`src/rtl/timer_irq_pkg.sv`:
```
// Shared definitions for the countdown interrupt timer: FSM state encoding,
// word offsets of the memory-mapped registers, CTRL bit positions and MODE codes.
package timer_irq_pkg;

  typedef enum logic [1:0] {
    ST_IDLE = 2'd0,
    ST_LOAD = 2'd1,
    ST_CNT  = 2'd2,
    ST_INT  = 2'd3
  } timer_state_e;

  // Word offsets (byte offset >> 2)
  localparam int unsigned REG_CTRL     = 0;
  localparam int unsigned REG_PRESET   = 1;
  localparam int unsigned REG_COUNT    = 2;
  localparam int unsigned REG_PRESCALE = 3;

  // CTRL bit positions
  localparam int unsigned CTRL_EN_BIT   = 0;
  localparam int unsigned CTRL_MODE_LSB = 1;
  localparam int unsigned CTRL_IM_BIT   = 3;
  localparam int unsigned CTRL_PEND_BIT = 4;

  // MODE codes; 10/11 behave as one-shot
  localparam logic [1:0] MODE_ONESHOT = 2'b00;
  localparam logic [1:0] MODE_RELOAD  = 2'b01;

  // Assemble the CTRL read value; unused bits read 0
  function automatic logic [31:0] ctrl_pack(input logic       en,
                                            input logic [1:0] mode,
                                            input logic       im,
                                            input logic       pend);
    logic [31:0] v;
    v                       = '0;
    v[CTRL_EN_BIT]          = en;
    v[CTRL_MODE_LSB +: 2]   = mode;
    v[CTRL_IM_BIT]          = im;
    v[CTRL_PEND_BIT]        = pend;
    return v;
  endfunction

endpackage

```
`src/rtl/timer_prescale.sv`:
```
// Free-running clock divider for the timer: tick is high one cycle in every
// div+1 cycles; restart forces the phase back to the start of a period.
// Ports: clk, rst_n (async active-low), restart, div[PRESCALE_W-1:0], tick.
module timer_prescale
  import timer_irq_pkg::*;
#(
  parameter int unsigned PRESCALE_W = 16
) (
  input  logic                  clk,
  input  logic                  rst_n,
  input  logic                  restart,
  input  logic [PRESCALE_W-1:0] div,
  output logic                  tick
);

  logic [PRESCALE_W-1:0] cnt_q, cnt_d;

  // >= keeps the divider from running the full counter range when div shrinks
  assign tick = (cnt_q >= div);

  always_comb begin
    cnt_d = cnt_q + PRESCALE_W'(1);
    if (restart || tick) cnt_d = '0;
  end

  always_ff @(posedge clk or negedge rst_n) begin
    if (!rst_n) cnt_q <= '0;
    else        cnt_q <= cnt_d;
  end

endmodule

```
`src/rtl/timer_irq.sv`:
```
// Programmable 32-bit countdown timer with a level interrupt (irq = PEND & IM)
// on the CPU device bus. Registers: CTRL (0x0), PRESET (0x4), COUNT (0x8, RO),
// PRESCALE (0xC, only when TIMER_PRESCALE_EN is defined; otherwise reads 0).
// Ports: clk, rst_n (async active-low), addr (word select), we, din[31:0],
//        dout[31:0] (combinational read of addr), irq (level).
// Build option: `define TIMER_PRESCALE_EN to add the prescaler.
module timer_irq
  import timer_irq_pkg::*;
#(
  parameter int unsigned PRESCALE_W = 16,
  parameter int unsigned BASE_SEL_W = 2
) (
  input  logic                  clk,
  input  logic                  rst_n,
  input  logic [BASE_SEL_W-1:0] addr,
  input  logic                  we,
  input  logic [31:0]           din,
  output logic [31:0]           dout,
  output logic                  irq
);

  timer_state_e state_q, state_d;

  logic        en_q, en_d;
  logic [1:0]  mode_q, mode_d;
  logic        im_q, im_d;
  logic        pend_q, pend_d;
  logic        irq_q, irq_d;
  logic [31:0] preset_q, preset_d;
  logic [31:0] count_q, count_d;

  logic        ctrl_wr;
  logic        preset_wr;
  logic        en_eff;
  logic [1:0]  mode_eff;
  logic        tick;
  logic [PRESCALE_W-1:0] prescale_rd;

  assign ctrl_wr   = we && (addr == BASE_SEL_W'(REG_CTRL));
  assign preset_wr = we && (addr == BASE_SEL_W'(REG_PRESET));

  // A CTRL write in this cycle takes effect on the FSM at the same edge
  assign en_eff   = ctrl_wr ? din[CTRL_EN_BIT]        : en_q;
  assign mode_eff = ctrl_wr ? din[CTRL_MODE_LSB +: 2] : mode_q;

`ifdef TIMER_PRESCALE_EN
  logic                  prescale_wr;
  logic                  prescale_restart;
  logic [PRESCALE_W-1:0] prescale_q, prescale_d;

  assign prescale_wr      = we && (addr == BASE_SEL_W'(REG_PRESCALE));
  assign prescale_restart = (state_q == ST_LOAD);

  always_comb begin
    prescale_d = prescale_q;
    if (prescale_wr) prescale_d = din[PRESCALE_W-1:0];
  end

  always_ff @(posedge clk or negedge rst_n) begin
    if (!rst_n) prescale_q <= '0;
    else        prescale_q <= prescale_d;
  end

  timer_prescale #(
    .PRESCALE_W (PRESCALE_W)
  ) u_prescale (
    .clk     (clk),
    .rst_n   (rst_n),
    .restart (prescale_restart),
    .div     (prescale_q),
    .tick    (tick)
  );

  assign prescale_rd = prescale_q;
`else
  assign tick        = 1'b1;
  assign prescale_rd = '0;
`endif

  // State register
  always_ff @(posedge clk or negedge rst_n) begin
    if (!rst_n) state_q <= ST_IDLE;
    else        state_q <= state_d;
  end

  // Next-state logic
  always_comb begin
    state_d = state_q;
    unique case (state_q)
      ST_IDLE: if (en_eff) state_d = ST_LOAD;
      ST_LOAD: state_d = en_eff ? ST_CNT : ST_IDLE;
      ST_CNT: begin
        if (!en_eff)                              state_d = ST_IDLE;
        else if (tick && (count_q <= 32'd1))      state_d = ST_INT;
      end
      ST_INT: begin
        if (en_eff && (mode_eff == MODE_RELOAD))  state_d = ST_LOAD;
        else                                      state_d = ST_IDLE;
      end
      default: state_d = ST_IDLE;
    endcase
  end

  // Register/datapath updates driven by the current state
  always_comb begin
    en_d     = en_eff;
    mode_d   = mode_eff;
    im_d     = ctrl_wr ? din[CTRL_IM_BIT] : im_q;
    pend_d   = ctrl_wr ? 1'b0 : pend_q;
    preset_d = preset_wr ? din : preset_q;
    count_d  = count_q;
    unique case (state_q)
      ST_IDLE: ;
      ST_LOAD: count_d = preset_q;
      ST_CNT: begin
        // PRESET of 0 or 1 both end the count on the first tick
        if (en_eff && tick) count_d = (count_q > 32'd1) ? count_q - 32'd1 : 32'd0;
      end
      ST_INT: begin
        // Interrupt set beats a coincident acknowledge
        pend_d = 1'b1;
        if (!ctrl_wr && (mode_q != MODE_RELOAD)) en_d = 1'b0;
      end
      default: ;
    endcase
    irq_d = pend_d & im_d;
  end

  always_ff @(posedge clk or negedge rst_n) begin
    if (!rst_n) begin
      en_q     <= 1'b0;
      mode_q   <= MODE_ONESHOT;
      im_q     <= 1'b0;
      pend_q   <= 1'b0;
      irq_q    <= 1'b0;
      preset_q <= '0;
      count_q  <= '0;
    end else begin
      en_q     <= en_d;
      mode_q   <= mode_d;
      im_q     <= im_d;
      pend_q   <= pend_d;
      irq_q    <= irq_d;
      preset_q <= preset_d;
      count_q  <= count_d;
    end
  end

  assign irq = irq_q;

  // Bus read mux, no side effects
  always_comb begin
    dout = '0;
    case (addr)
      BASE_SEL_W'(REG_CTRL):     dout = ctrl_pack(en_q, mode_q, im_q, pend_q);
      BASE_SEL_W'(REG_PRESET):   dout = preset_q;
      BASE_SEL_W'(REG_COUNT):    dout = count_q;
      BASE_SEL_W'(REG_PRESCALE): dout = 32'(prescale_rd);
      default:                   dout = '0;
    endcase
  end

endmodule
```
`config.mk`:
```
export PLATFORM = sky130hd
export DESIGN_NAME = timer_irq
export DESIGN_NICKNAME = d
export VERILOG_FILES = /design/src/rtl/timer_irq_pkg.sv /design/src/rtl/timer_prescale.sv /design/src/rtl/timer_irq.sv
export SDC_FILE = /design/constraint.sdc
export NUM_CORES = 1
export LEC_CHECK = 0
export ABC_AREA = 1
export BUFFER_PORTS_ARGS = -buffer_cell sky130_fd_sc_hd__buf_4
export CAP_MARGIN = 0
export CORE_MARGIN = 2
export CORE_UTILIZATION = 23
export DETAILED_ROUTE_END_ITERATION = 12
export GPL_ROUTABILITY_DRIVEN = 0
export PLACE_DENSITY = 0.38
export SLEW_MARGIN = 20
export SYNTH_ARGS = -nofsm -noshare
export SYNTH_HDL_FRONTEND = slang
export SYNTH_SLANG_ARGS = --single-unit
```
`constraint.sdc`:
```
create_clock -name clk -period 2.85 [get_ports clk]
set_input_delay 0.4275 -clock clk [delete_from_list [all_inputs] [get_ports clk]]
set_output_delay 0.4275 -clock clk [all_outputs]
set_load 0.02 [all_outputs]
```
**After elaboration in Yosys (flattened, before gate mapping)**

Cells that the tools add are included.

- Bits of input ports: 37
- Register bits after elaboration: 72
- Output and inout port bits: 33
- Logic and storage cells: 50

- $lt $le $gt $ge: 2
- Reductions and logical operators: 10
- Bitwise logic cells: 1
- Add/subtract/negate cells: 1
- Multiplexer cells: 17
- Equal/unequal tests: 11

Operator list:

| operator | number |
|---|---|
| one-hot mux 32 bit (4 select lines) | 1 |
| 2-to-1 mux 32 bit | 2 |
| one-hot mux 32 bit (2 select lines) | 1 |
| greater-than comparator 32 x 1 -> 1 bit, second input constant | 1 |
| less-or-equal comparator 32 x 1 -> 1 bit, second input constant | 1 |
| subtractor 32 x 1 -> 32 bit, second input constant | 1 |
| 2-to-1 mux 2 bit | 5 |
| == test 2 bit, second input constant | 4 |
| one-hot mux 2 bit (4 select lines) | 1 |
| 2-to-1 mux 1 bit | 7 |
| == test 2 x 1 -> 1 bit, second input constant | 3 |
| logical AND 1 bit | 4 |
| zero test 2 bit | 2 |
| != test 2 bit, second input constant | 2 |
| AND reduction 2 bit | 2 |
| != test 3 bit, second input constant | 1 |
| != test 2 x 1 -> 1 bit, second input constant | 1 |
| nonzero test 2 bit | 1 |
| bitwise AND 1 bit | 1 |
| zero test 1 bit | 1 |

**Logic depth before layout (Yosys ltp)**

Gate-level depths: netlist of the first run.

- Depth after elaboration: 7
- Gate-level depth with buffers: 14
- Depth with buffers taken out: 13

**Least setup slack after synthesis of the first run**

Ideal clock, no wire load.

- Path kind: in2out
- Start: in addr[0]
- End: out dout[14]
- Cell stages on the path: 5
- Required time: 2423 ps
- Arrival: 1384 ps
- Path slack: 1039 ps
- Buffers on the path: 1
- Cells stage by stage: inv_1 > nor2_1 > inv_1 > clkbuf_1 > o21ai_0

- Cells in the longest elaborated chain, start to end: 2
- Elaborated cells on any way between the ends: 5
- Those cells by class: eq/ne: 3; mux: 1; reduce/logical: 1

Ends and longest elaborated chain:

| element | RTL line | RTL |
|---|---|---|
| start, declared | timer_irq.sv:15 | `input logic [BASE_SEL_W-1:0] addr,` |
| == test 2 bit (tied with other cells) | timer_irq.sv:154 | `case (addr)` |
| one-hot mux 32 bit (4 select lines) * | timer_irq.sv:154 |  |
| end, declared | timer_irq.sv:18 | `output logic [31:0] dout,` |

Every way passes the cells marked *; elsewhere a longest branch is shown, timed or not.

**Worst setup path in the final report of the first run**

- Start: reg count_q[0]
- End: reg count_q[13]

- Cells in the longest elaborated chain, start to end: 4
- Elaborated cells on any way between the ends: 5
- Those cells by class: add/sub: 1; order compare: 1; mux: 3

Ends and longest elaborated chain:

| element | RTL line | RTL |
|---|---|---|
| start, declared | timer_irq.sv:30 | `logic [31:0] count_q, count_d;` |
| start signal, assigned | timer_irq.sv:145 | `count_q <= count_d;` |
| subtractor 32 x 1 -> 32 bit / greater-than comparator 32 x 1 -> 1 bit (equally long branches) | timer_irq.sv:117 | `if (en_eff && tick) count_d = (count_q > 32'd1) ? count_q - 32'd1 : 32'd0;` |
| 2-to-1 mux 32 bit * (2 in series) | timer_irq.sv:117 |  |
| one-hot mux 32 bit (2 select lines) * | timer_irq.sv:112 | `unique case (state_q)` |

Every way passes the cells marked *; elsewhere a longest branch is shown, timed or not. The select of a mux whose other input is x is not followed.
A chain may end at the register's enable or synchronous reset.

==> results of run 1 <==
[cells in the final DEF (no fill, tap or decap)]
| master | instances |
|---|---|
| a21oi_1 | 60 |
| buf_12 | 1 |
| buf_16 | 1 |
| buf_4 | 76 |
| bufinv_16 | 3 |
| clkbuf_16 | 9 |
| clkbuf_8 | 2 |
| clkinv_2 | 1 |
| clkinvlp_4 | 1 |
| dfrtp_1 | 72 |
| dlygate4sd3_1 | 1 |
| ha_1 | 2 |
| inv_1 | 92 |
| inv_2 | 1 |
| mux2_2 | 2 |
| nand2_1 | 111 |
| nand2_2 | 2 |
| nand3_1 | 31 |
| nand3b_1 | 1 |
| nand4_1 | 4 |
| nor2_1 | 193 |
| nor2_2 | 2 |
| nor2_4 | 1 |
| nor3_1 | 1 |
| o21a_1 | 1 |
| o21ai_0 | 25 |
| o21ai_1 | 1 |
| o21ai_2 | 1 |
| o21ai_4 | 1 |
| o21bai_1 | 1 |
| o221ai_1 | 5 |
| o22ai_1 | 24 |
| or2_2 | 1 |
| xor2_1 | 2 |
[kinds of logic after synthesis]
family	count (synthesis)
adder cells (fa/ha/maj)	2
buffers and inverters	117
XOR/XNOR	2
flip-flops	72
AND/OR/NAND/NOR	347
multiplexers	2
AO/OA/AOI/OAI	119
[power by group]
group	switching, mW	internal [mW]	leakage [nW]
Sequential	0.325	1.34	0.789
Clock	0.468	0.902	0.172
Combinational	1.21	0.654	1.64
[cell type report]
| type | count | area [um2] |
|---|---|---|
| fillers | 2097 | 13110 |
| multi-input cells | 472 | 2106 |
| flip-flops and latches | 72 | 1802 |
| repair buffers | 79 | 628.1 |
| inverters | 93 | 349.1 |
| well taps | 234 | 292.8 |
| clock buffers | 11 | 252.7 |
| clock inverters | 5 | 102.6 |
[worst paths after layout]
kind                                   startpoint                       end
min in group asynchronous                   rst_n             irq$_DFF_PN0_
max reg2reg                count_q[0]$_DFFE_PN0P_   count_q[13]$_DFFE_PN0P_
min                                       din[24]  preset_q[24]$_DFFE_PN0P_
min reg2reg                      pend_q$_DFF_PN0_          pend_q$_DFF_PN0_
max in group asynchronous                   rst_n  preset_q[14]$_DFFE_PN0P_
max                        count_q[0]$_DFFE_PN0P_   count_q[13]$_DFFE_PN0P_
[through the flow]
stage | power (mW) | util [%] | hold slack [ps] | std cells
after floorplan | 2.942 | - | 131.9 | 661
after detailed placement | 3.569 | 27.57 | 488.3 | 948
final | 4.898 | 29.68 | 309.9 | 966
after global routing | 5.319 | 29.68 | 304.8 | 966
after global placement | 3.545 | 27.57 | 476.7 | 948
after CTS | 4.965 | 29.48 | 286.1 | 964
[flip-flops by register name, indices dropped and copies added, names as in the netlist]
signal,count
state_q,2
en_q,1
irq,1
im_q,1
count_q,32
mode_q,2
pend_q,1
preset_q,32
[layer usage]
metal  up-vias  part of all wire [%]  global-route usage (%)
li1       2227                     -                       -
met5         -                     0                       0
met4         0                   1.7                   4.947
met3        17                   3.6                   2.599
met1      1984                    48                   19.89
met2        82                    47                   24.20
==> impl_metrics.ini, run 1 <==
[clock_network]
root_buffer = clkbuf_16
cts-buffers-inserted = 9
cts_setup_buffers = 0
hold_buffers = 0
cts_resized = 0
clk_latency_ps = 350
htreeDepth = 3
cts_num_sinks = 72
clk_pin_slew_ps = 60
cts_tree = yes
clockBufferDepth = 2

[logic_synthesis]
ys_seq_elements = 72
syn_avg_cell_area_um2 = 6.604
synth_top_family_by_area = simple AND/OR/NAND/NOR gates
yosysMostFrequentCell = nor2_1
synth.top_cell.area_share_pct = 41.27
ys_warn_count = 0
synthTopCellsByCount = nor2_1, nand2_1, inv_1
syn-num-nets = 700
synthCells = 661
synth.distinct_cells = 28
synth_edf_count = 0
synth_mux_area_share_pct = 0.5159
syn_area_um2 = 4365
synth-xor-area-share_pct = 0.4013
yosysTopAreaCell = dfrtp_1
synthAdderAreaFrac_pct = 0.5732
synthFlopType = dfrtp_1
synth_area_leaders = dfrtp_1, nor2_1, nand2_1
synth-seq-area-share_pct = 41.27
async_flop_share_pct = 100.0
synth-compound-area-share_pct = 15.22
synthSimpleGateAreaFrac_pct = 31.41

[worst_setup_path]
start_kind = flip-flop
cp.depth = 12
cp.arrival_ps = 2500
worst-path-buf-inv = 3
crit_family = simple AND/OR/NAND/NOR gates
crit_type = reg2reg
crit_slowest_cell = nor2_2
crit_fanout = 17
cpMostUsedCell = nand2_1
reg2reg_setup_slack_ps = 620
required_ps = 3120
rr_worst_depth = 12
path_cells = inv_1 -> ha_1 -> inv_1 -> nand2_1 -> nand2_1 -> nor2_1 -> nand2_1 -> nor2_1 -> nor2_2 -> buf_4 -> nand3_1 -> a21oi_1
critPathMaxStageDelay_ps = 490
end_kind = flip-flop

[cells_and_area]
drive_above_1_share_pct = 14.34
nNetsFinal = 766
area_growth_syn_to_layout_pct = 26.74
fin_area_um2 = 5533
diodes = 0

[global_route]
grt-ovfl-total = 0
grtUsageTotal_pct = 14.82
grt_max_degree = 73
antenna_found_initial = 0
grt_pass1_wl_mm = 23.22
grt_pass1_vias = 4382

[die]
core_um2 = 18640
fp.dieW_um = 141.8
start_util_pct = 23.42
die_y_um = 141.8
io_pins = 70
die_area_um2 = 20100
rows = 50

[outcome]
status = complete, no violations

[run]
maxCapViolations = 0

[timing]
fmax_mhz = 448.3
slew_violations = 0
rsz0062_at_grt = no
fin_crit_sh_pct = 78.27
tightest_slew_ps = 644.5
finalClockSkew_ps = 7.101
setup_slack_ps = 619.2
maxSlewHeadroom_pct = 56.99
fin_tns_setup_ps = 0
layout_min_cycle_time_ps = 2231
setup_violations = 0
hold_viol_final = 0

[power_and_ir_drop]
power_density_nw_per_um2 = 885.2
p_leak_nw = 2.605
irDropWorstVdd_mv = 0.3344

[drt]
detail_route.first_pass.iterations = 5
drt_iter0_markers = 316
ant_nets = 0
drcViolationCount = 0
wire_per_inst_um = 14.61
vias = 4310
drt_wl_total_mm = 14.11
vias_per_cell = 4.462

[placed_design]
portBuffers = 69
dpl.hpwl_mm = 10.42
place_area_um2 = 5140
place_ws_ps = 618.9

[min_path]
holdCritPathClass = in2reg
holdPathStages = 2
(Power assumes the default switching activity.)
==> run 2: changes to the inputs <==
==> constraint.sdc (replaced) <==
create_clock -name clk -period 2.1 [get_ports clk]
set_input_delay 0.315 -clock clk [delete_from_list [all_inputs] [get_ports clk]]
set_output_delay 0.315 -clock clk [all_outputs]
set_load 0.02 [all_outputs]
==> run 2 against run 1 <==
Against the previous run:
- final cell count rose by 4.9%
- die area did not move
- sequential power increased by 24%
- hold slack got worse by 110 ps
- clock power increased by 15%
- critical endpoint is now count_q[26]$_DFFE_PN0P_
- largest power group unchanged
==> impl_metrics.ini, run 2 (synthesis gave the netlist of run 1 again) <==
[outcome]
status = complete, no violations

[global_route]
grt-ovfl-total = 0
grt_pass1_vias = 4519
grtUsageTotal_pct = 15.47
grt_max_degree = 42
antenna_found_initial = 0
grt_pass1_wl_mm = 24.07

[timing]
tightest_slew_ps = 555.2
layout_min_cycle_time_ps = 1989
fin_tns_setup_ps = 0
finalClockSkew_ps = 5.362
setup_violations = 0
rsz0062_at_grt = yes
maxSlewHeadroom_pct = 62.94
slew_violations = 0
hold_viol_final = 0
fin_crit_sh_pct = 94.73
fmax_mhz = 502.7
hold_ws_ps = 197.5

[worst_setup_path]
start_kind = flip-flop
crit_family = simple AND/OR/NAND/NOR gates
crit_start = count_q[1]$_DFFE_PN0P_
cp.arrival_ps = 2220
crit_slowest_cell = dfrtp_1
crit_type = reg2reg
critPathMaxStageDelay_ps = 370
crit_fanout = 6
required_ps = 2330
path_cells = inv_1 -> ha_1 -> buf_4 -> nand2_1 -> nor2_1 -> nand2_1 -> nor2_1 -> nand3_1 -> nand3_1 -> a21oi_1
worstReg2RegStart = count_q[1]$_DFFE_PN0P_
end_kind = flip-flop
worst-path-buf-inv = 2

[drt]
wire_per_inst_um = 14.66
vias = 4484
drcViolationCount = 0
drt_wl_total_mm = 14.86
drt_iter0_markers = 278
ant_nets = 0
detail_route.first_pass.iterations = 4
vias_per_cell = 4.426

[cells_and_area]
nNetsFinal = 813
diodes = 0
final_cell_mix = nor2_1, buf_4, nand2_1
reg_top3 = count_q x32, preset_q x32
layout_commonest_cell = nor2_1
drive_above_1_share_pct = 19.77
area_growth_syn_to_layout_pct = 33.71

[power_and_ir_drop]
irDropWorstVdd_mv = 0.4900
switching_share_pct = 40.83
switching_power_mw = 2.816
power_density_nw_per_um2 = 1181
seq_power_share_pct = 30.0
p_leak_nw = 2.809
combPwrFrac_pct = 47.0
p_int_mw = 4.080
p_clk_share_pct = 23.0

[die]
fp.dieW_um = 141.8
start_util_pct = 23.42
core_um2 = 18640
io_pins = 70
die_y_um = 141.8
rows = 50
die_area_um2 = 20100

[clock_network]
clockBufferDepth = 2
cts-buffers-inserted = 9
clk_latency_ps = 350
cts_num_sinks = 72
cts_tree = yes
htreeDepth = 3
root_buffer = clkbuf_16
clk_pin_slew_ps = 60

[placed_design]
dpl.hpwl_mm = 11.10
portBuffers = 69

[min_path]
worstHoldStart = din[24]
holdCritPathClass = in2reg

[run]
maxCapViolations = 0
[run 2: cell types whose count changed in the layout (fill, tap and decap cells not counted), sizes merged]
cell	change
clkinvlp	-1
clkbuf	+3
bufinv	-3
buf	+47
clkinv	+1
[run 2: path summary, 6_finish.rpt]
kind,endpoint,slack [ps],cells after the start
setup / recovery,count_q[26]$_DFFE_PN0P_,110,10
setup reg to reg,count_q[26]$_DFFE_PN0P_,110,10
hold reg to reg,preset_q[2]$_DFFE_PN0P_,490,2
max in group asynchronous,preset_q[15]$_DFFE_PN0P_,1190,3
min in group asynchronous,im_q$_DFF_PN0_,360,2
hold / removal,preset_q[24]$_DFFE_PN0P_,200,2
[run 2: area by class of cell]
cell class	count	area, um2
Clock buffer	14	294.0
Clock inverter	2	10.01
Fill cell	2100	12810
Inverter	93	349.1
Multi-Input combinational cell	472	2116
Sequential cell	72	1802
Tap cell	234	292.8
Timing Repair Buffer	126	973.4
[run 2: worst register-to-register path: stages (launching register included)]
cell	delay, ps
dfrtp_1	370
inv_1	110
ha_1	190
buf_4	120
nand2_1	150
nor2_1	250
nand2_1	220
nor2_1	210
nand3_1	100
nand3_1	90
a21oi_1	60
[run 2: power by group through the flow]
stage | logic [mW] | registers, mW | clock network (mW)
5_1_grt | 3.65 | 2.12 | 1.71
3_3_place_gp | 3.22 | 2.09 | 0
6_report | 3.24 | 2.07 | 1.58
3_5_place_dp | 3.24 | 2.09 | 0
4_1_cts | 3.26 | 2.07 | 1.63
2_1_floorplan | 1.85 | 2.15 | 0
[run 2: repair_timing]
action                     CTS  global route
pin swaps                    0             1
setup endpoints to repair   17            16
setup buffers                0             4
gates resized for setup      1             2
hold buffers                 1             0
hold endpoints to repair    12             0
[run 2: stage by stage]
stage	power, mW	area [um2]	utilization [%]	setup slack, ps	cells
5_1_grt	7.484	5837	31.31	-67.77	1013
3_5_place_dp	5.328	5483	29.41	-180.4	992
6_report	6.895	5837	31.31	110.7	1013
2_1_floorplan	3.993	4365	-	513.8	661
3_3_place_gp	5.309	5483	29.41	-108.0	992
4_1_cts	6.961	5802	31.12	88.85	1009
[run 2: routing by layer]
metal	vias to the layer above	share of wire, %	track usage [%]
li1	2310	-	-
met1	2072	48	20.55
met2	79	46	24.81
met3	23	3.4	2.531
met4	0	2.5	6.895
met5	-	0	0
==> run 3: changes to the inputs <==
--- a/config.mk
+++ b/config.mk
@@ -9,10 +9,10 @@
 export BUFFER_PORTS_ARGS = -buffer_cell sky130_fd_sc_hd__buf_4
 export CAP_MARGIN = 0
 export CORE_MARGIN = 2
-export CORE_UTILIZATION = 23
+export CORE_UTILIZATION = 50
 export DETAILED_ROUTE_END_ITERATION = 12
 export GPL_ROUTABILITY_DRIVEN = 0
-export PLACE_DENSITY = 0.38
+export PLACE_DENSITY = 0.71
 export SLEW_MARGIN = 20
 export SYNTH_ARGS = -nofsm -noshare
 export SYNTH_HDL_FRONTEND = slang
==> constraint.sdc (replaced) <==
create_clock -name clk -period 2.1 [get_ports clk]
set_input_delay 0.315 -clock clk [delete_from_list [all_inputs] [get_ports clk]]
set_output_delay 0.315 -clock clk [all_outputs]
set_load 0.005 [all_outputs]
==> run 3 against run 2 <==
Against the previous run:
- die area fell by 53%
- non-clock buffer count is 30 lower
- hold slack about the same
- final cell count decreased by 15%
- sequential share of layout area up 3.0 points
- combinational power down 18%
- sequential power increased by 4%
- register-to-register slack gained 60 ps
- clock-buffer cell count fell by 4
- clock power fell by 32%
- maximum frequency rose by 3.0%
- core utilization is 31 points higher
==> impl_metrics.ini, run 3 (synthesis gave the netlist of run 1 again) <==
[drt]
vias_per_cell = 5.235
drt_wl_total_mm = 12.21
detail_route.first_pass.iterations = 5
vias = 4481
ant_nets = 0
drcViolationCount = 0
wire_per_inst_um = 14.27
drt_iter0_markers = 239

[clock_network]
clockBufferDepth = 2
cts-buffers-inserted = 9
cts_tree = yes
cts_num_sinks = 72
root_buffer = clkbuf_8
htreeDepth = 3
clk_latency_ps = 360
clk_pin_slew_ps = 80

[cells_and_area]
area_growth_syn_to_layout_pct = 21.95
layout_commonest_cell = nor2_1
diodes = 0
nNetsFinal = 784
reg_top3 = count_q x32, preset_q x32
fin_area_um2 = 5324
final_cell_mix = nor2_1, nand2_1, buf_4
fillers = 862
drive_above_1_share_pct = 16.31

[power_and_ir_drop]
p_int_mw = 3.387
combPwrFrac_pct = 45.1
p_clk_share_pct = 18.2
irDropWorstVdd_mv = 0.7008
switching_share_pct = 42.44
power_density_nw_per_um2 = 1105
p_leak_nw = 2.597
seq_power_share_pct = 36.7
switching_power_mw = 2.497

[timing]
finalClockSkew_ps = 12.17
setup_violations = 0
fmax_mhz = 517.8
hold_viol_final = 0
maxSlewHeadroom_pct = 64.05
slew_violations = 0
fin_crit_sh_pct = 91.96
rsz0062_at_grt = no
layout_min_cycle_time_ps = 1931
tightest_slew_ps = 538.5
fin_tns_setup_ps = 0

[min_path]
holdCritPathClass = in2reg

[global_route]
top_usage_layer = met2
grt_pass1_vias = 4397
grt_pass1_wl_mm = 20.50
grt_use_met2_pct = 42.92
grtUsageTotal_pct = 26.43
grt-ovfl-total = 0
use_met3_pct = 3.957
met1_usage_pct = 36.20
antenna_found_initial = 0
grt_max_degree = 34

[placed_design]
portBuffers = 69
place_area_um2 = 5122
dpl.hpwl_mm = 8.761

[worst_setup_path]
required_ps = 2390
crit_type = reg2reg
cp.arrival_ps = 2220
crit_fanout = 6
reg2reg_setup_slack_ps = 170
start_kind = flip-flop
end_kind = flip-flop

[die]
fp.dieW_um = 97.44
die_y_um = 97.44
rows = 34
die_area_um2 = 9495
io_pins = 70
core_um2 = 8593
start_util_pct = 50.80

[outcome]
status = complete, no violations

[run]
maxCapViolations = 0
==> run 3: changes by cell type in the layout (fill, tap and decap cells not counted), sizes merged <==
| cell | delta |
|---|---|
| bufinv | +1 |
| buf | -30 |
| nor2 | +1 |
| clkbuf | -4 |
| clkinvlp | +1 |
==> run 3: path summary, 6_finish.rpt <==
kind                                    startpoint                  endpoint  cells after the start
min in group asynchronous                    rst_n   preset_q[5]$_DFFE_PN0P_                      2
min                                        din[17]  preset_q[17]$_DFFE_PN0P_                      2
max reg2reg                 count_q[1]$_DFFE_PN0P_   count_q[18]$_DFFE_PN0P_                     11
min reg2reg                preset_q[2]$_DFFE_PN0P_   preset_q[2]$_DFFE_PN0P_                      2
max in group asynchronous                    rst_n       mode_q[1]$_DFF_PN0_                      3
max                         count_q[1]$_DFFE_PN0P_   count_q[18]$_DFFE_PN0P_                     11
==> run 3: metrics by stage <==
| stage | total power [mW] | hold slack (ps) | util, % | instances | worst slack (ps) |
|---|---|---|---|---|---|
| detailed placement | 4.783 | 301.8 | 59.61 | 840 | 92.60 |
| CTS | 5.865 | 198.2 | 61.76 | 855 | 10.74 |
| floorplan | 3.849 | 19.41 | - | 661 | 541.2 |
| global placement | 4.680 | 298.0 | 59.55 | 840 | -229.6 |
| finish | 5.884 | 197.5 | 61.95 | 856 | 168.9 |
| global route | 6.369 | 199.8 | 61.95 | 856 | 3.059 |
==> run 3: power by group through the flow <==
stage / clock, mW / sequential (mW) / combinational [mW]
after floorplan: 0 / 2.14 / 1.71
after global placement: 0 / 2.16 / 2.52
after detailed placement: 0 / 2.17 / 2.61
after CTS: 1.08 / 2.15 / 2.63
after global routing: 1.15 / 2.21 / 3.01
final: 1.07 / 2.16 / 2.65
==> run 3: worst max-delay path, cell delays in order, from the launching register on <==
cell and delay (ps):
dfrtp_1 380, inv_1 130, ha_1 200, buf_4 120, nand2_1 140, nor2_1 250
nand2_1 180, nor2_1 160, nand2_1 70, nand2_1 70, nand2_1 50, a21oi_1 130
==> run 3: layout make-up <==
class / instances / area, um2 / share of cell area [%]
multi-input cells: 473 / 2127 / 39.95
flip-flops and latches: 72 / 1802 / 33.84
repair buffers: 96 / 735.7 / 13.82
inverters: 93 / 349.1 / 6.557
well taps: 108 / 135.1 / 2.538
clock buffers: 10 / 127.6 / 2.397
clock inverters: 4 / 47.55 / 0.8931
==> run 3: per-layer routing <==
layer / vias up / part of all wire [%]
li1: 2256 / -
met1: 2040 / 45
met2: 172 / 47
met3: 13 / 6.9
met4: 0 / 1.8
met5: - / 0
==> run 3: what timing repair did <==
action	4_1_cts	5_1_grt
setup buffers	0	0
resized for setup	0	3
hold endpoints to repair	31	0
setup endpoints to repair	0	30
hold buffers	1	0
